## src/rtl/dds_gen.sv

```systemverilog
// DDS sine generator: phase accumulator, FCW switched only at phase wrap, quarter-wave LUT.
// Define DDS_AMP_EN to add an amplitude input and an extra scaling stage.
module dds_gen #(
  parameter int                 PHASE_W = 32,
  parameter int                 LUT_AW  = 8,
  parameter int                 DATA_W  = 8,
  parameter int                 DIV     = 4,
  parameter logic [PHASE_W-1:0] FCW_RST = 214748
) (
  input  logic                 clk,
  input  logic                 rst_n,
  input  logic                 en,
  input  logic [PHASE_W-1:0]   fcw_in,
  input  logic                 fcw_load,
  input  logic [LUT_AW-1:0]    phase_ofs,
`ifdef DDS_AMP_EN
  input  logic [DATA_W-1:0]    amp,
`endif
  output logic                 fcw_busy,
  output logic [DATA_W-1:0]    sample_out,
  output logic                 sample_vld,
  output logic                 cycle_start
);
  localparam int Q     = 2 ** (LUT_AW - 2);
  localparam int IW    = LUT_AW - 2;
  localparam int CNT_W = (DIV > 1) ? $clog2(DIV) : 1;
  localparam logic [DATA_W-1:0] MID = {1'b1, {(DATA_W-1){1'b0}}};
`ifdef DDS_AMP_EN
  localparam int STAGES = 4;
`else
  localparam int STAGES = 3;
`endif

  // Elaboration-time sine (Taylor series) so the table follows DATA_W/LUT_AW.
  function automatic int rom_val(input int i);
    real x, t, s;
    x = 3.14159265358979323846 / 2.0 * (real'(i) + 0.5) / real'(Q);
    s = 0.0;
    t = x;
    for (int k = 1; k < 24; k += 2) begin
      s = s + t;
      t = -t * x * x / real'((k + 1) * (k + 2));
    end
    return int'(real'(2 ** (DATA_W - 1) - 1) * s);
  endfunction

  logic [Q-1:0][DATA_W-2:0] w_rom;
  for (genvar g = 0; g < Q; g++) begin : g_rom
    localparam int V = rom_val(g);
    assign w_rom[g] = (DATA_W-1)'(V);
  end

  logic [CNT_W-1:0]   r_cnt;
  logic               w_tick;
  logic [PHASE_W-1:0] r_acc, w_sum, r_fcw_act, r_pend;
  logic               w_carry, r_busy, w_apply;
  logic [STAGES:0]    r_vld_pipe, r_cy_pipe;
  logic [LUT_AW-1:0]  w_addr;
  logic [IW-1:0]      w_idx, r_idx;
  logic               r_neg1, r_neg2;
  logic [DATA_W-2:0]  r_rom, w_mag;
  logic               w_neg, w_out_en;
  logic [DATA_W-1:0]  r_sample;

  assign w_tick           = en & (r_cnt == CNT_W'(DIV - 1));
  assign {w_carry, w_sum} = {1'b0, r_acc} + {1'b0, r_fcw_act};
  // Pending word waits for a wrap while running; when stopped there is no wrap to wait for.
  assign w_apply          = r_busy & ((w_tick & w_carry) | ~en);

  always_ff @(posedge clk or negedge rst_n) begin
    if (!rst_n) begin
      r_cnt     <= '0;
      r_acc     <= '0;
      r_fcw_act <= FCW_RST;
      r_pend    <= '0;
      r_busy    <= 1'b0;
    end else begin
      if (en) r_cnt <= (r_cnt == CNT_W'(DIV - 1)) ? '0 : r_cnt + 1'b1;
      else    r_cnt <= '0;
      if (w_tick)   r_acc     <= w_sum;
      if (w_apply)  r_fcw_act <= r_pend;
      if (fcw_load) r_pend    <= fcw_in;
      r_busy <= fcw_load | (r_busy & ~w_apply);
    end
  end

  assign w_addr = r_acc[PHASE_W-1 -: LUT_AW] + phase_ofs;
  assign w_idx  = w_addr[IW-1:0] ^ {IW{w_addr[LUT_AW-2]}};

  always_ff @(posedge clk or negedge rst_n) begin
    if (!rst_n) begin
      r_vld_pipe <= '0;
      r_cy_pipe  <= '0;
      r_idx      <= '0;
      r_neg1     <= 1'b0;
      r_neg2     <= 1'b0;
      r_rom      <= '0;
    end else begin
      r_vld_pipe <= {r_vld_pipe[STAGES-1:0], w_tick};
      r_cy_pipe  <= {r_cy_pipe[STAGES-1:0], w_tick & w_carry};
      if (r_vld_pipe[0]) begin
        r_idx  <= w_idx;
        r_neg1 <= w_addr[LUT_AW-1];
      end
      if (r_vld_pipe[1]) begin
        r_rom  <= w_rom[r_idx];
        r_neg2 <= r_neg1;
      end
    end
  end

`ifdef DDS_AMP_EN
  logic [2*DATA_W-2:0] w_prod;
  logic [DATA_W-2:0]   r_mag;
  logic                r_neg3;
  assign w_prod = r_rom * amp;
  always_ff @(posedge clk or negedge rst_n) begin
    if (!rst_n) begin
      r_mag  <= '0;
      r_neg3 <= 1'b0;
    end else if (r_vld_pipe[2]) begin
      r_mag  <= (DATA_W-1)'(w_prod >> DATA_W);
      r_neg3 <= r_neg2;
    end
  end
  assign w_mag    = r_mag;
  assign w_neg    = r_neg3;
  assign w_out_en = r_vld_pipe[3];
`else
  assign w_mag    = r_rom;
  assign w_neg    = r_neg2;
  assign w_out_en = r_vld_pipe[2];
`endif

  always_ff @(posedge clk or negedge rst_n) begin
    if (!rst_n)        r_sample <= MID;
    else if (w_out_en) r_sample <= w_neg ? MID - {1'b0, w_mag} : MID + {1'b0, w_mag};
  end

  assign sample_out  = r_sample;
  assign sample_vld  = r_vld_pipe[STAGES];
  assign cycle_start = r_cy_pipe[STAGES];
  assign fcw_busy    = r_busy;
endmodule

```

## config.mk

```make
export PLATFORM = sky130hd
export DESIGN_NAME = dds_gen
export DESIGN_NICKNAME = d
export VERILOG_FILES = /design/src/rtl/dds_gen.sv
export SDC_FILE = /design/constraint.sdc
export NUM_CORES = 1
export LEC_CHECK = 0
export ABC_CLOCK_PERIOD_IN_PS = 2800
export CORE_UTILIZATION = 35
export DETAILED_ROUTE_END_ITERATION = 12
export GPL_TIMING_DRIVEN = 0
export SYNTH_ARGS = -nofsm -noshare
export SYNTH_HDL_FRONTEND = slang
export SYNTH_SLANG_ARGS = --single-unit
```

## constraint.sdc

```tcl
create_clock -name clk -period 2.8 [get_ports clk]
set_clock_uncertainty 0.1 [all_clocks]
set_input_delay 0.56 -clock clk [delete_from_list [all_inputs] [get_ports clk]]
set_output_delay 0.56 -clock clk [all_outputs]
set_load 0.1 [all_outputs]
```

== After elaboration in Yosys (flattened, before gate mapping) ==
Memories as Yosys holds them, arrays and structs flattened. A register that Yosys moved wholly into a read port is not among the register bits.
Cells that the tools add are included.

* Logic and storage cells: 31
* Register bits after elaboration: 123
* Output and inout port bits: 11
* Memories: 1
* Bits in read-only memories: 448

{| class="wikitable"
|+ Memory list
! memory !! depth !! bits a word !! read ports !! clocked after memory_dff !! wr ports !! line !! text
|-
| (name not given) || 64 || 7 || 1 || 1 || 0 || 106 || <nowiki>r_rom <= w_rom[r_idx];</nowiki>
|}

* $add $sub $neg: 5
* Equal/unequal tests: 1
* Bitwise gates (word level): 9
* Multiplexer cells: 3
* Reductions and logical operators: 1

{| class="wikitable"
|+ Operators with widths
! kind !! number
|-
| $add A32 B32 Y33 || 1
|-
| $add A8 B7 Y8 const A || 1
|-
| $add A8 B8 Y8 || 1
|-
| $mux W8 || 1
|-
| $sub A8 B7 Y8 const A || 1
|-
| $xor A6 B6 Y6 || 1
|-
| $and A1 B1 Y1 || 4
|-
| $mux W2 || 2
|-
| $add A2 B1 Y2 const B || 1
|-
| $eq A2 B2 Y1 const B || 1
|-
| $not A1 Y1 || 2
|-
| $or A1 B1 Y1 || 2
|-
| $logic_not A1 Y1 || 1
|}

== Depth between registers and ports, before layout ==
* Depth in word-level cells: 8
* Depth in mapped cells: 12
* Mapped depth without buffers: 11

== Worst setup path before layout ==
No wires, ideal clock.

* Kind: flip-flop to flip-flop
* Start: reg r_acc[0]
* End: reg r_fcw_act[0]
* Cell stages (with the launch flop): 13
* Period minus slack after synthesis: 2.933 ns
* Buffers on the path: 1
* Path slack: -0.133 ns
* Data arrival time: 2.708 ns
* Library setup time: 0.125 ns
* Path through: dfrtp_1 ha_1 fa_1 a211oi_1 o21a_1 nor3_2 o211ai_1 a211o_1 a41oi_2 nand2_1 a21boi_4 buf_6 mux2_4

* Cells in the longest elaborated chain, start to end: 4

{| class="wikitable"
|+ Ends and longest elaborated chain
! item !! line !! text
|-
| from (decl) || 55 || <nowiki>logic [PHASE_W-1:0] r_acc, w_sum, r_fcw_act, r_pend;</nowiki>
|-
| from (signal assigned) || 80 || <nowiki>if (w_tick) r_acc <= w_sum;</nowiki>
|-
| $add A32 B32 Y33 || 66 || <nowiki>assign {w_carry, w_sum} = {1'b0, r_acc} + {1'b0, r_fcw_act};</nowiki>
|-
| $and A1 B1 Y1 || 68 || <nowiki>assign w_apply = r_busy & ((w_tick & w_carry) | ~en);</nowiki>
|-
| $or A1 B1 Y1 || 68 ||
|-
| $and A1 B1 Y1 || 68 ||
|-
| to (signal assigned) || 81 || <nowiki>if (w_apply) r_fcw_act <= r_pend;</nowiki>
|-
| to (decl) || 55 ||
|}

Every way passes these cells.
A chain may end at the register's enable or synchronous reset.

== Final worst setup path ==
* Start: reg r_fcw_act[10]
* End: reg r_fcw_act[23]

* Cells in the longest elaborated chain, start to end: 4

{| class="wikitable"
|+ Ends and longest elaborated chain
! item !! line
|-
| $add A32 B32 Y33 || 66
|-
| $and A1 B1 Y1 || 68
|-
| $or A1 B1 Y1 || 68
|-
| $and A1 B1 Y1 || 68
|}

Every way passes these cells.

==> results_dict.tcl <==
set metrics [dict create \
    worstHoldPathCells 0 \
    die_area_mm2 0.02165 \
    power.density_mw_per_mm2 1135 \
    holdWs_ns 0.2494 \
    finalNetCount 887 \
    cts-buffers-inserted 17 \
    crit_fanout 10 \
    peakVddDrop_mv 0.5409 \
    h-tree-depth 4 \
    grt_max_degree 86 \
    tightest_slew_ns 0.9727 \
    drc 0 \
    drive_gt1_share_pct 21.71 \
    grt_pass1_vias 5510 \
    cts_tree "yes" \
    worstSetupEndpointType "flip-flop" \
    status "finished, violations left" \
    gp_routability_congestion 0.8167 \
    startpoint "r_fcw_act[10]" \
    antenna_found_initial 0 \
    yosysWarnings 0 \
    cts_sinks 130 \
    synth_largest_area_cell "dfrtp_1" \
    drtPass1Iterations 4 \
    fin_cells 1076 \
    drt_wl_total_mm 16.03 \
    ys_ff_latch 130 \
    grt-ovfl-total 0 \
    root_buffer "clkbuf_16" \
    dp.cells 1027 \
    synth_nets 797 \
    fmax_mhz 326.0 \
    post_synth_instance_area_mm2 0.007375 \
    viasPerCell 5.065 \
    diodes 0 \
    syn2layout_area_growth_pct 25.69 \
    clk_latency_ns 0.43 \
    required_ns 3.00 \
    min_period_ns 3.068 \
    critPathArrivalTime_ns 3.27 \
    yosysSeqAreaShare_pct 44.30 \
    coreArea_mm2 0.02043 \
    vias 5450 \
    worstHoldEndpoint "r_cy_pipe[3]" \
    synth_cell_type_count 58 \
    ys_async_sr_fraction_pct 100.0 \
    cpPeakStageDelay_ns 0.56 \
    cts_buffer_depth 2 \
    nFillCells 1934 \
    start_util_pct 36.10 \
    hold_viol 0 \
    utilization_pct 45.37 \
    layout_setup_ws_ns -0.2676 \
    rr_startpoint "r_fcw_act[10]" \
    synth-edff-count 0 \
    antenna_left 0 \
    synth_flop_cell "dfrtp_1" \
    synth_area_leaders "dfrtp_1 (40%), ha_1 (8.1%), mux2_2 (6.4%), mux2_4 (6.1%), o21ai_0 (3.9%)" \
    reg2reg_depth 12 \
    first_iter_violations 272 \
    yosysTopAreaCellShare_pct 40.38 \
    critPathLaunchType "flip-flop" \
    crit_chain "ha_4 -> and3_4 -> nand4_1 -> nor3_4 -> o211ai_1 -> a211o_1 -> a41oi_2 -> nand2_1 -> a21boi_4 -> buf_6 -> buf_12 -> mux2_4" \
    finalMaxSlewViolations 0 \
    grt_use_total_pct 16.13 \
    maxSlewHeadroom_pct 34.95 \
    synthCells 703 \
    holdCritStartpoint "r_cy_pipe[2]" \
    port_buffers 53 \
    num_rows 52 \
    syn_avg_cell_area_um2 10.49 \
    reg2reg_slack_ns -0.27 \
    violations "negative setup slack" \
    cap_violations 0 \
    leakage_nw 4.029 \
    hold_class "flip-flop to flip-flop" \
    cts.clk_slew.worst_paths_ns 0.06 \
    cpMaxStageDelayCell "dfstp_2" \
    setup_viol 34 \
    ios 55 \
    min_period_over_period_pct 109.6 \
    die_y_um 147.2 \
    dpl.hpwl_mm 11.17 \
    critPathKind "flip-flop to flip-flop" \
    wl_per_cell_um 14.89 \
    die-width_um 147.2 \
    r2r_end "r_fcw_act[23]" \
    grt_pass1_wl_mm 27.59 \
    rsz0062_at_grt "true" \
]
state kept, by name (all words and copies together) (netlist names):
signal and flops:
r_fcw_act 32, r_cy_pipe 4, r_acc 32, r_cnt 2, r_vld_pipe 4, r_pend 32
r_rom 7, fcw_busy 1, r_neg1 1, r_neg2 1, r_idx 6, sample_out 8
per-layer routing:
metal / vias up / track usage [%] / part of all wire, %
met4: 0 / 6.289 / 1.6
li1: 2682 / - / -
met1: 2655 / 21.39 / 48
met2: 92 / 25.54 / 48
met3: 21 / 3.634 / 2.8
met5: - / 0 / 0
cells by family (layout without fill, tap and decap cells):
family / Yosys count / in the layout / synth area share [%]
simple gates: 155 / 155 / 9.315
fa+ha+maj: 50 / 50 / 8.687
mux: 75 / 75 / 13.10
compound gates: 192 / 192 / 16.02
flops: 130 / 130 / 44.30
xor+xnor: 46 / 46 / 5.463
buf+inv: 55 / 158 / 3.122
synth_stat cells (all sizes together), types with 5 or more instances:
master,number
ha,48
o211ai,6
nand2,71
and2,5
dfrtp,119
and3,5
xnor2,32
nand2b,5
clkbuf,29
a31oi,5
a21oi,57
a21o,14
inv,19
nor2,42
buf,6
dfstp,11
o31ai,5
o21ai,60
nand3,7
o21bai,11
mux2,72
xor2,14
o21a,5
a211oi,6
metrics by stage:
step | area [um2] | setup slack [ns] | TNS, ns | power [mW]
global route | 9269 | -0.4044 | -11.95 | 11.35
detailed placement | 8319 | -0.5304 | -14.69 | 7.864
global placement | 8290 | -4.290 | -551.36 | 7.788
floorplan | 7422 | 0.02288 | 0 | 6.797
finish | 9269 | -0.2676 | -7.185 | 10.52
CTS | 9097 | -0.2718 | -7.982 | 10.30
power by group:
group,internal [mW],switching [mW],leakage (nW)
clock,1.29,0.867,0.268
combinational,2.43,3.08,2.21
sequential,2.44,0.411,1.55
total,6.16,4.36,4.03
layout make-up:
type                    instances  area (um2)  share of cell area (%)
inverters                      20       75.07                  0.8099
flip-flops and latches        130        3267                   35.25
repair buffers                 76       754.5                   8.140
multi-input cells             518        4098                   44.21
clock inverters                11       103.9                   1.120
clock buffers                  21       470.5                   5.076
well taps                     270       337.8                   3.645
plain buffers                  30       162.7                   1.755
worst max-delay path by stage:
stage | endpoint | slack, ns | cells after the start
global route | r_fcw_act[22] | -0.40 | 12
floorplan | r_acc[26] | 0.02 | 10
global placement | sample_out[6] | -4.29 | 1
detailed placement | r_acc[26] | -0.53 | 11
CTS | r_fcw_act[22] | -0.27 | 13
finish | r_fcw_act[23] | -0.27 | 12
cell usage in the layout (no fill, tap or decap), types with 3 or more instances in the layout:
cell,netlist,layout
a211oi_1,6,4
a21o_1,14,14
a21oi_1,57,52
a21oi_2,0,5
a31oi_1,5,4
and2_1,5,5
and3_1,5,4
buf_12,0,3
buf_4,0,18
buf_6,3,3
clkbuf_1,29,25
clkbuf_16,0,17
clkbuf_8,0,3
clkdlybuf4s50_1,0,52
clkinvlp_4,0,5
dfrtp_1,119,119
dfstp_2,11,11
ha_1,48,41
ha_4,0,6
inv_1,19,19
mux2_2,42,41
mux2_4,30,31
nand2_1,71,70
nand2b_1,5,5
nand3_1,7,6
nand4_1,4,4
nor2_1,42,41
nor2b_1,3,3
nor4_1,3,3
o211ai_1,6,6
o21a_1,5,5
o21ai_0,58,54
o21ai_2,0,4
o21bai_1,11,11
o22ai_1,3,3
o31ai_1,5,5
or3_1,4,4
xnor2_1,32,31
xor2_1,14,14
what timing repair did:
item,4_1_cts,5_1_grt
gates cloned,1,0
gates resized for setup,24,21
buffers inserted,10,11
hold endpoints to repair,37,0
setup endpoints to repair,40,43
pin swaps,4,17
hold buffers,1,0
critical path, delay by kind of cell, from the launching register on:
family                   cells  cell delay, ns
flip-flops                   1            0.56
adder cells (fa/ha/maj)      1            0.17
AND/OR/NAND/NOR              4            0.67
buffers and inverters        2            0.31
multiplexers                 1            0.31
AO/OA/AOI/OAI                4            0.81
(Power assumes the default switching activity.)
==> RTL edit (same settings) <==
The parameter `FCW_RST` goes from 214748 to 161061.
--- a/src/rtl/dds_gen.sv
+++ b/src/rtl/dds_gen.sv
@@ -6,5 +6,5 @@
   parameter int                 DATA_W  = 8,
   parameter int                 DIV     = 4,
-  parameter logic [PHASE_W-1:0] FCW_RST = 214748
+  parameter logic [PHASE_W-1:0] FCW_RST = 161061
 ) (
   input  logic                 clk,
Check against the original RTL: not equivalent (a bounded check fails within 10 cycles, from zero or initial values and one cycle with rst_n low).
==> RTL edit against the unedited design <==
- the flow still finishes with violations (setup timing)
- wire length shrank 0.45%
- cell area shrank 0.23%
- combinational power shrank 2%
- setup slack lost 0.079 ns
- power shrank 0.39%
- global-route usage shrank 0.59 points
- synthesized area is essentially flat
- synthesized cell count is the same
- sequential cell count is the same
- critical path type unchanged
- critical endpoint is now r_acc[26]
- largest cell class unchanged
==> RTL edit: results (changes against the unedited design) <==
final setup vio count 35 (was 34); CP Data Arrival Time 3.35 ns (was 3.27 ns); Setup TNS Final -10.13 ns (was -7.185 ns); Plain + repair buffers 103 (was 106); Layout non-clock buf frac 0.09836 (was 0.09895); Total GRT Usage 0.1553 (was 0.1613); register area 3266 sq um (was 3267 sq um); crit path max fanout 4 (was 10); RR Endpoint r_acc[26] (was r_fcw_act[23]); vias 5398 (was 5450); post-CTS sizing 20 (was 24); CTS max path bufs 2 (unchanged); Placed Area 8290 sq um (was 8319 sq um); NumNets Final 884 (was 887); top post-synthesis cells by area dfrtp_1 41%, ha_1 8.1%, mux2_2 6.4% (was dfrtp_1 40%, ha_1 8.1%, mux2_2 6.4%); Max VDD drop 425.0 uV (was 540.9 uV); postcts setup bufs 10 (unchanged); outcome complete, but fails checks (unchanged); failing checks setup timing (unchanged); layout cells sized above 1 0.2005 (was 0.2171); first-pass GRT wire length 26.77 mm (was 27.59 mm); dpl hpwl 11.15 mm (was 11.17 mm); CP startpoint r_fcw_act[5] (was r_fcw_act[10]); worst setup margin -0.3464 ns (was -0.2676 ns); multi-input gates 518 (unchanged); sequential area share after synthesis 0.4429 (was 0.4430); post-synthesis adder-cell area fraction 0.08688 (was 0.08687); DR iter-0 viols 266 (was 272); Ys Warns 0 (unchanged); DRT Wirelength 15.95 mm (was 16.03 mm); leakage 4.048 nW (was 4.029 nW); clock-cell share of area 0.06494 (was 0.06196); Slowest-stage cell, CP or4_4 (was dfstp_2); reg2reg path depth 10 (was 12); # fillers 1960 (was 1934); CLK BUF 22 (was 21); Synth Area in Compound Gates 0.1602 (about the same); top post-synthesis cells by count 120 x dfrtp_1, 71 x nand2_1, 58 x o21ai_0, 57 x a21oi_1, 48 x ha_1 (was 119 x dfrtp_1, 71 x nand2_1, 58 x o21ai_0, 57 x a21oi_1, 48 x ha_1); post-synthesis mux area share 0.1310 (about the same); final RePlAce weighted congestion 0.8235 (was 0.8167); largest net degree at the start of global routing 86 (unchanged); Hold Slack 0.2446 ns (was 0.2494 ns); multi-input combinational cell area 4059 sq um (was 4098 sq um); max_slew headroom 0.3511 (was 0.3495); Worst Hold Class reg -> reg (unchanged); xor and xnor area share after synthesis 0.05464 (was 0.05463)
RTL edit: changes by cell type after synthesis, sizes merged:
cell and change:
dfstp -1, dfrtp +1
RTL edit: power breakdown:
part | switching (mW) | total (mW) | internal, mW
clock | 0.844 | 2.23 | 1.39
sequential | 0.410 | 2.84 | 2.43
combinational | 3.05 | 5.40 | 2.36
RTL edit: worst min path at each step:
stage | endpoint | from | cells past startpoint
2_1_floorplan | fcw_busy | rst_n | 0
3_3_place_gp | r_cy_pipe[2] | r_cy_pipe[1] | 0
3_5_place_dp | r_cy_pipe[1] | r_cy_pipe[0] | 0
4_1_cts | r_cy_pipe[2] | r_cy_pipe[1] | 0
5_1_grt | r_cy_pipe[2] | r_cy_pipe[1] | 0
6_report | r_cy_pipe[2] | r_cy_pipe[1] | 0
RTL edit: stage by stage:
step                total power [mW]  instances  setup slack, ns  utilization
floorplan                      6.754        703         -0.04566            -
global placement               7.770       1026           -4.251       0.4044
detailed placement             7.834       1027          -0.5400       0.4058
CTS                            10.31       1071          -0.3888       0.4456
global route                   11.32       1073          -0.5111       0.4527
finish                         10.48       1073          -0.3464       0.4527
RTL edit: critical path, delay by kind of cell (launching register included):
kind | cells | cell delay [ns]
adder cells (fa/ha/maj) | 1 | 0.27
AND/OR/NAND/NOR | 4 | 0.90
XOR/XNOR | 1 | 0.14
flip-flops | 1 | 0.53
AO/OA/AOI/OAI | 3 | 0.82
multiplexers | 1 | 0.27
RTL edit: metal layers:
layer	wire [um]	up-vias	track usage
met3	472	16	0.03416
met2	7662	82	0.2450
met4	168	0	0.04948
met1	7650	2618	0.2114
met5	0	-	0
li1	-	2682	-
